===== config.mk =====
export PLATFORM = sky130hd
export DESIGN_NAME = ccip_rd_engine
export DESIGN_NICKNAME = d
export VERILOG_FILES = /design/src/rtl/ccip_rd_engine.sv
export SDC_FILE = /design/constraint.sdc
export NUM_CORES = 2
export LEC_CHECK = 0
export CAP_MARGIN = 20
export CORE_AREA = 3 3 452 454
export CTS_BUF_LIST = sky130_fd_sc_hd__clkbuf_16
export DETAILED_ROUTE_END_ITERATION = 8
export DIE_AREA = 0 0 455 457
export PLACE_DENSITY = 0.38
export SLEW_MARGIN = 20
export SYNTH_ARGS = -nofsm -noshare
export SYNTH_HDL_FRONTEND = slang
export SYNTH_SLANG_ARGS = --single-unit

===== constraint.sdc =====
create_clock -name clk -period 48.5 [get_ports clk]
set_input_delay 4.85 -clock clk [delete_from_list [all_inputs] [get_ports clk]]
set_output_delay 4.85 -clock clk [all_outputs]
set_load 0.02 [all_outputs]

===== src/rtl/ccip_rd_engine.sv =====
// ccip_rd_engine: CCI-P c0 read initiator.
// Issues a contiguous run of line reads and forwards tagged responses.
module ccip_rd_engine #(
  parameter int MAX_OUTSTANDING = 64
) (
  input  logic         clk,
  input  logic         rst,
  input  logic         start,
  input  logic [41:0]  base_addr,
  input  logic [15:0]  num_lines,
  output logic         busy,
  output logic         done,
  output logic         rd_req_valid,
  output logic [41:0]  rd_req_addr,
  output logic [15:0]  rd_req_mdata,
  input  logic         c0_almost_full,
  input  logic         rd_rsp_valid,
  input  logic [15:0]  rd_rsp_mdata,
  input  logic [511:0] rd_rsp_data,
  output logic         line_valid,
  output logic [15:0]  line_index,
  output logic [511:0] line_data
);

  localparam int OW = $clog2(MAX_OUTSTANDING + 1);
  localparam logic [OW-1:0] OUT_MAX = OW'(MAX_OUTSTANDING);
  localparam logic [OW-1:0] OUT_ONE = OW'(1);

  typedef enum logic [1:0] {
    S_IDLE,
    S_ISSUE,
    S_DRAIN,
    S_DONE
  } state_t;

  state_t r_state;
  state_t w_state_nxt;

  logic [41:0]   r_base;
  logic [41:0]   w_base;
  logic [15:0]   r_num;
  logic [15:0]   w_num;
  logic [15:0]   r_idx;
  logic [15:0]   w_idx;
  logic [15:0]   w_idx_nxt;
  logic [15:0]   r_recv;
  logic [15:0]   w_recv;
  logic [15:0]   w_recv_nxt;
  logic [OW-1:0] r_out;
  logic [OW-1:0] w_out_nxt;

  logic w_start_acc;
  logic w_issue_ok;
  logic w_issue;
  logic w_rsp_acc;
  logic w_all_issued;
  logic w_drained;
  logic w_busy_nxt;
  logic w_done_nxt;

  // An accepted start feeds the fresh command straight into this
  // cycle's issue decision so the first request leaves at T+1.
  always_comb begin
    w_start_acc = (r_state == S_IDLE) && start;
    w_base      = w_start_acc ? base_addr : r_base;
    w_num       = w_start_acc ? num_lines : r_num;
    w_idx       = w_start_acc ? 16'd0 : r_idx;
    w_recv      = w_start_acc ? 16'd0 : r_recv;

    w_issue_ok = (r_state == S_ISSUE) ||
                 (w_start_acc && (num_lines != 16'd0));
    w_issue    = w_issue_ok && !c0_almost_full &&
                 (r_out < OUT_MAX) && (w_idx < w_num);

    w_rsp_acc = rd_rsp_valid && (r_out != '0) &&
                ((r_state == S_ISSUE) || (r_state == S_DRAIN));

    w_idx_nxt  = w_issue ? w_idx + 16'd1 : w_idx;
    w_recv_nxt = w_rsp_acc ? w_recv + 16'd1 : w_recv;

    w_out_nxt = r_out;
    if (w_issue && !w_rsp_acc)
      w_out_nxt = r_out + OUT_ONE;
    else if (!w_issue && w_rsp_acc)
      w_out_nxt = r_out - OUT_ONE;

    w_all_issued = (w_idx_nxt == w_num);
    w_drained    = (w_out_nxt == '0);
  end

  always_ff @(posedge clk or posedge rst) begin
    if (rst)
      r_state <= S_IDLE;
    else
      r_state <= w_state_nxt;
  end

  always_comb begin
    w_state_nxt = r_state;
    unique case (r_state)
      S_IDLE: begin
        if (start)
          w_state_nxt = (num_lines == 16'd0) ? S_DONE : S_ISSUE;
      end
      S_ISSUE: begin
        if (w_all_issued)
          w_state_nxt = w_drained ? S_DONE : S_DRAIN;
      end
      S_DRAIN: begin
        if (w_drained && (w_recv_nxt == r_num))
          w_state_nxt = S_DONE;
      end
      S_DONE:  w_state_nxt = S_IDLE;
      default: w_state_nxt = S_IDLE;
    endcase
  end

  always_comb begin
    w_busy_nxt = (w_state_nxt != S_IDLE);
    w_done_nxt = (w_state_nxt == S_DONE);
  end

  always_ff @(posedge clk or posedge rst) begin
    if (rst) begin
      r_base <= '0;
      r_num  <= '0;
      r_idx  <= '0;
      r_recv <= '0;
      r_out  <= '0;
    end else begin
      r_base <= w_base;
      r_num  <= w_num;
      r_idx  <= w_idx_nxt;
      r_recv <= w_recv_nxt;
      r_out  <= w_out_nxt;
    end
  end

  always_ff @(posedge clk or posedge rst) begin
    if (rst) begin
      busy         <= 1'b0;
      done         <= 1'b0;
      rd_req_valid <= 1'b0;
      rd_req_addr  <= '0;
      rd_req_mdata <= '0;
      line_valid   <= 1'b0;
      line_index   <= '0;
      line_data    <= '0;
    end else begin
      busy         <= w_busy_nxt;
      done         <= w_done_nxt;
      rd_req_valid <= w_issue;
      line_valid   <= w_rsp_acc;
      if (w_issue) begin
        rd_req_addr  <= w_base + {26'd0, w_idx};
        rd_req_mdata <= w_idx;
      end
      if (w_rsp_acc) begin
        line_index <= rd_rsp_mdata;
        line_data  <= rd_rsp_data;
      end
    end
  end

endmodule


# Yosys cells after proc, flatten, opt, wreduce, memory -nomap -nowiden

Index checks and enable logic that the tools add are counted.
Widths: inputs -> output; s select.

$lt $le $gt $ge: 2
Muxes and demuxes: 14
Add/subtract/negate cells: 5
Reductions and logical operators: 21
Equal/unequal tests: 6

Operators by type and width:

| cell                  | count |
|---|---|
| $mux 16               | 5 |
| $add 42x16->42        | 1 |
| $mux 42               | 1 |
| $add 16x1->16 const B | 2 |
| $eq 16x16->1          | 2 |
| $logic_not 16->1      | 1 |
| $lt 16x16->1          | 1 |
| $reduce_bool 16->1    | 1 |
| $mux 7                | 2 |
| $logic_and 1x1->1     | 10 |
| $mux 2                | 4 |
| $pmux 2 s4            | 1 |
| $add 7x1->7 const B   | 1 |
| $logic_not 7->1       | 1 |
| $lt 7x7->1 const B    | 1 |
| $reduce_bool 7->1     | 1 |
| $sub 7x1->7 const B   | 1 |
| $eq 2x2->1 const B    | 3 |
| $logic_not 1->1       | 3 |
| $eq 2x1->1 const B    | 1 |
| $logic_not 2->1       | 1 |
| $logic_or 1x1->1      | 2 |
| $reduce_bool 2->1     | 1 |
| $mux 1                | 1 |

Output and inout bits: 590
Word-level logic and storage cells: 62
Register bits after elaboration: 689
Input port bits: 591

# Depth between registers and ports, before layout

Depth in word-level cells: 16
Depth in mapped cells: 25
Mapped depth without buffers: 19

# Least setup slack after synthesis

OpenSTA, ideal clock, no wires.

Path kind: input-to-reg
Start point: input port start
End point: register busy
Path buffers: 8
Data required time: 48.376 ns
Stages on the path: 22
Slack: 38.740 ns
Arrival: 9.636 ns
Cells stage by stage: buf_4 -> nand2_2 -> buf_4 -> buf_2 -> buf_2 -> buf_2 -> buf_1 -> clkbuf_1 -> nand2_1 -> inv_1 -> ha_1 -> nand4_1 -> o21ai_0 -> or3_1 -> buf_2 -> or3_4 -> nor3_4 -> xnor3_1 -> nor4_2 -> nand2_1 -> a311o_1 -> or2_1

Elaborated cells on any way between the ends: 29
Those cells by class: add/sub (2); order compare (1); eq/ne (2); mux (12); reduce/logical (12)

RTL lines:

| item                                        | RTL line | source |
|---|---|---|
| start: declaration                          | 8        | `input logic start,` |
| $logic_and 1x1->1 *                         | 64       | `w_start_acc = (r_state == S_IDLE) && start;` |
| $mux 16 *                                   | 67       | `w_idx = w_start_acc ? 16'd0 : r_idx;` |
| via w_idx[15]                               | 44       | `logic [15:0] w_idx;` |
| $lt 16x16->1                                | 73       | `(r_out < OUT_MAX) && (w_idx < w_num);` |
| $logic_and 1x1->1                           | 73       |  |
| $logic_not 1->1                             | 84       | `else if (!w_issue && w_rsp_acc)` |
| $logic_and 1x1->1                           | 84       |  |
| $mux 7                                      | 84       |  |
| $mux 7                                      | 82       | `if (w_issue && !w_rsp_acc)` |
| $logic_not 7->1                             | 88       | `w_drained = (w_out_nxt == '0);` |
| $mux 1 or $logic_and 1x1->1 (tied branches) | 107, 110 |  |
| $mux 2, on equally long branches            | 106, 110 |  |
| $pmux 2 s4 *                                | 100      | `unique case (r_state)` |
| via w_state_nxt[0]                          | 37       | `state_t w_state_nxt;` |
| $reduce_bool 2->1 *                         | 119      | `w_busy_nxt = (w_state_nxt != S_IDLE);` |
| via w_busy_nxt                              | 58       | `logic w_busy_nxt;` |
| end signal: assignment                      | 150      | `busy <= w_busy_nxt;` |
| end: declaration                            | 11       | `output logic busy,` |

The timed path passes the listed nets; every way through them passes the cells marked *.
A chain may end at the register's enable or synchronous reset.

# Worst setup path after layout

Start point: input port start
End point: register busy

Word-level cells in the longest chain between the ends: 15
Elaborated cells on any way between the ends: 29
Those cells by class: add/sub (2); order compare (1); eq/ne (2); mux (12); reduce/logical (12)

RTL lines:

| item                                                                  | RTL line |
|---|---|
| parallel branches: the longest is 13 deep, another holds $lt 16x16->1 | - |
| $pmux 2 s4 *                                                          | 100 |
| via w_state_nxt[0]                                                    | 37 |
| $reduce_bool 2->1 *                                                   | 119 |
| via w_busy_nxt                                                        | 58 |

Mark *: on every way through the listed nets, which the timed path passes.

==> qor.yml <==
timing:
  fin_crit_ns: 10.87
  fin_worst_skew_ns: 0.0328
  finalHoldViolCount: 0
  period_share: 0.224
  fmaxAchievable_ghz: 0.0920
  rsz0062_at_grt: "false"
  maxSlewViolCount: 0
  tns_ns: 0
  worstMarginPinSlew_ns: 1.33
  setup_viol: 0
  maxSlewHeadroom: 0.115
  holdWs_ns: 0.468
global_routing:
  grt_pass1_wl_um: 227000
  grt_pass1_vias: 27600
  grt_max_degree: 185
  overflow: 0
  grt_usage: 0.154
  grt_antenna_before_repair: 83
synthesis:
  yosysUniqueCellTypes: 74
  ys_ff_latch: 689
  synth-main-ff-cell: "dfrtp_1"
  synth_edf_count: 0
  synth_area_leaders: "dfrtp_1, nand2_1, clkbuf_1, xnor2_1, ha_1"
  ys_seq_area_frac: 0.596
  async_flop_share: 1.00
  yosysTopAreaCellShare: 0.596
  syn_inst: 3276
  yosys-top-cells-count: "nand2_1, dfrtp_1, clkbuf_1, o21ai_0, inv_1"
  synth.cell_area_sq_um: 28900
  syn_avg_cell_area_sq_um: 8.83
  synthMostInstantiatedCell: "nand2_1"
  synth_area_leader_cell: "dfrtp_1"
  synth_nets: 3905
  yosys_warnings: 0
drt:
  ant_nets: 0
  viasPerCell: 3.75
  wl_per_cell_um: 23.1
  drc: 0
  first_pass_iters: 5
  drt_iter0_drc: 1592
  vias: 26800
  drt-total-wl_um: 165000
worst_setup_path:
  cp.required_ns: 49.09
  cpPeakStageDelay_ns: 0.79
  critical_path_class: "input port to register"
  cp_max_fo: 104
  crit_path_end_kind: "register"
  path_cells: "clkdlybuf4s50_1 -> nand2_4 -> buf_4 -> mux2i_1 -> ha_1 -> a21oi_1 -> o21a_1 -> o21ai_0 -> nor3b_1 -> nand2_4 -> buf_4 -> o211ai_1 -> a2111o_1 -> nor4_2 -> nand2_1 -> a311o_1 -> or2_1"
  critical-path-top-delay-family: "simple AND/OR/NAND/NOR gates"
  worst_path_max_delay_cell: "buf_4"
  critPathLaunchType: "input port"
  worstPathArrival_ns: 11.46
  cp.buffers_inverters: 3
die:
  rows: 164
  fp.dieW_um: 455
  die_area_sq_um: 208000
  initial_utilization: 0.145
  core_sq_um: 200000
  die_h_um: 457
  ioPinCount: 1181
power_and_ir_drop:
  p_per_area_nw_per_um2: 70.9
  p_comb_frac: 0.495
  ir_worst_vdd_mv: 0.0381
  pwr-share-seq: 0.303
  power_leakage_nw: 21.6
  p_clk_frac: 0.202
  swShare: 0.439
  power_switching_mw: 1.45
  p_int_mw: 1.85
cts:
  clkTransAtPathRegs_ns: 0.06
  root_buffer: "clkbuf_16"
  clk_latency_ns: 0.72
  cts_setup_buffers: 0
  ctsResizeCount: 0
  cts_tree: "done"
  cts_made_buffers: 93
  cts.htree.levels: 3
  cts_hold_buf: 0
  cts_num_sinks: 689
  clock_path_buffers: 3
min_path:
  hold_path.class: "register to register"
place:
  dpl_cell_area_sq_um: 43700
  placedCellCount: 6978
  port_buffers: 1180
  hpwlAfterDp_um: 130000
  place_congestion: 0.829
finish:
  final_cell_count_no_fill: 7151
  areaGrowthSynthToFinish_pct: 61.1
  layout-drive-gt1-share: 0.0381
  stdcell_area_sq_um: 46600
  nets: 5046
status:
  status: "complete, no violations"
flow_run:
  maxCapViolCount: 0
power groups by stage:
stage | combinational (mW) | clock [mW] | sequential, mW
2_1_floorplan | 0.549 | 0 | 1.25
3_3_place_gp | 1.68 | 0 | 1.00
3_5_place_dp | 1.68 | 0 | 1.00
4_1_cts | 1.68 | 0.697 | 1.00
5_1_grt | 1.79 | 0.715 | 1.03
6_report | 1.63 | 0.667 | 1.00
worst paths after layout:
check                                       to  slack [ns]           start  cells after the start
min in group asynchronous       line_data[280]        4.60             rst                      2
worst max register to register            busy       41.63      r_state[0]                     18
worst min register to register  line_data[504]        0.47  line_data[504]                      2
worst min-delay path            line_data[504]        0.47  line_data[504]                      2
max in group asynchronous       line_data[396]       38.70             rst                      8
worst max-delay path                      busy       37.63           start                     17
final cells by class:
class / instances / area, sq um
diodes: 8 / 20.0
clock buffers: 95 / 2380
clock inverters: 70 / 498
fillers: 21900 / 153000
inverters: 64 / 255
multi-input cells: 2363 / 10800
flip-flops and latches: 689 / 17200
well taps: 2656 / 3320
repair buffers: 1206 / 12000
sequential cells by signal (all words and copies together) (netlist names):
signal / cells
rd_req_mdata: 16
line_index: 16
busy: 1
done: 1
rd_req_addr: 42
r_base: 42
rd_req_valid: 1
r_num: 16
line_data: 512
r_state: 2
r_idx: 16
line_valid: 1
r_out: 7
r_recv: 16
worst register-to-register path, cell delays in order, from the launching register on:
cell	delay [ns]
dfrtp_1	0.45
inv_1	0.12
ha_1	0.32
nand2_4	0.66
buf_4	0.59
mux2i_1	0.50
ha_1	0.23
a21oi_1	0.07
o21a_1	0.20
o21ai_0	0.49
nor3b_1	0.29
nand2_4	0.32
buf_4	0.80
o211ai_1	0.23
a2111o_1	0.40
nor4_2	0.34
nand2_1	0.12
a311o_1	0.40
or2_1	0.23
layout by cell type (no fill, tap or decap), drive strengths merged, types with 5 or more instances in the layout:
| cell | instances |
|---|---|
| a21o | 8 |
| a21oi | 33 |
| and2 | 7 |
| and3 | 8 |
| and4 | 5 |
| buf | 26 |
| bufinv | 5 |
| clkbuf | 95 |
| clkdlybuf4s50 | 1180 |
| clkinv | 26 |
| dfrtp | 689 |
| diode | 8 |
| ha | 38 |
| inv | 101 |
| mux2i | 30 |
| nand2 | 1804 |
| nand2b | 5 |
| nand3 | 30 |
| nand4 | 16 |
| nor2 | 46 |
| nor2b | 5 |
| nor3 | 36 |
| nor4 | 16 |
| o21a | 8 |
| o21ai | 80 |
| o31ai | 9 |
| or2 | 7 |
| or3 | 10 |
| or4 | 9 |
| xnor2 | 59 |
| xor2 | 20 |
through the flow:
stage | utilization | power [mW] | worst slack [ns]
after floorplan | - | 1.80 | 24.33
after global placement | 0.218 | 2.68 | 36.79
after detailed placement | 0.218 | 2.68 | 36.74
after CTS | 0.233 | 3.38 | 37.55
after global routing | 0.233 | 3.53 | 37.05
final | 0.233 | 3.30 | 37.63
logic make-up (layout without fill, tap and decap cells):
group	count (synthesis)	count (layout)	synth area share
xor gates and xnor gates	83	83	0.0271
DFF	689	689	0.596
muxes	33	33	0.0116
AOI/OAI and AO/OA	191	191	0.0417
and+or+nand+nor	2018	2018	0.277
buffers and inverters	224	1435	0.0300
adders and majority gates	38	38	0.0164
other	0	8	0
per-layer routing:
metal,vias up,GRT usage,wire length [um]
met5,-,0,133
met4,22,0.0346,3570
met3,268,0.0427,11100
met2,915,0.298,90200
met1,13000,0.163,60300
li1,12600,-,-
Power figures use the tool's default switching activity.
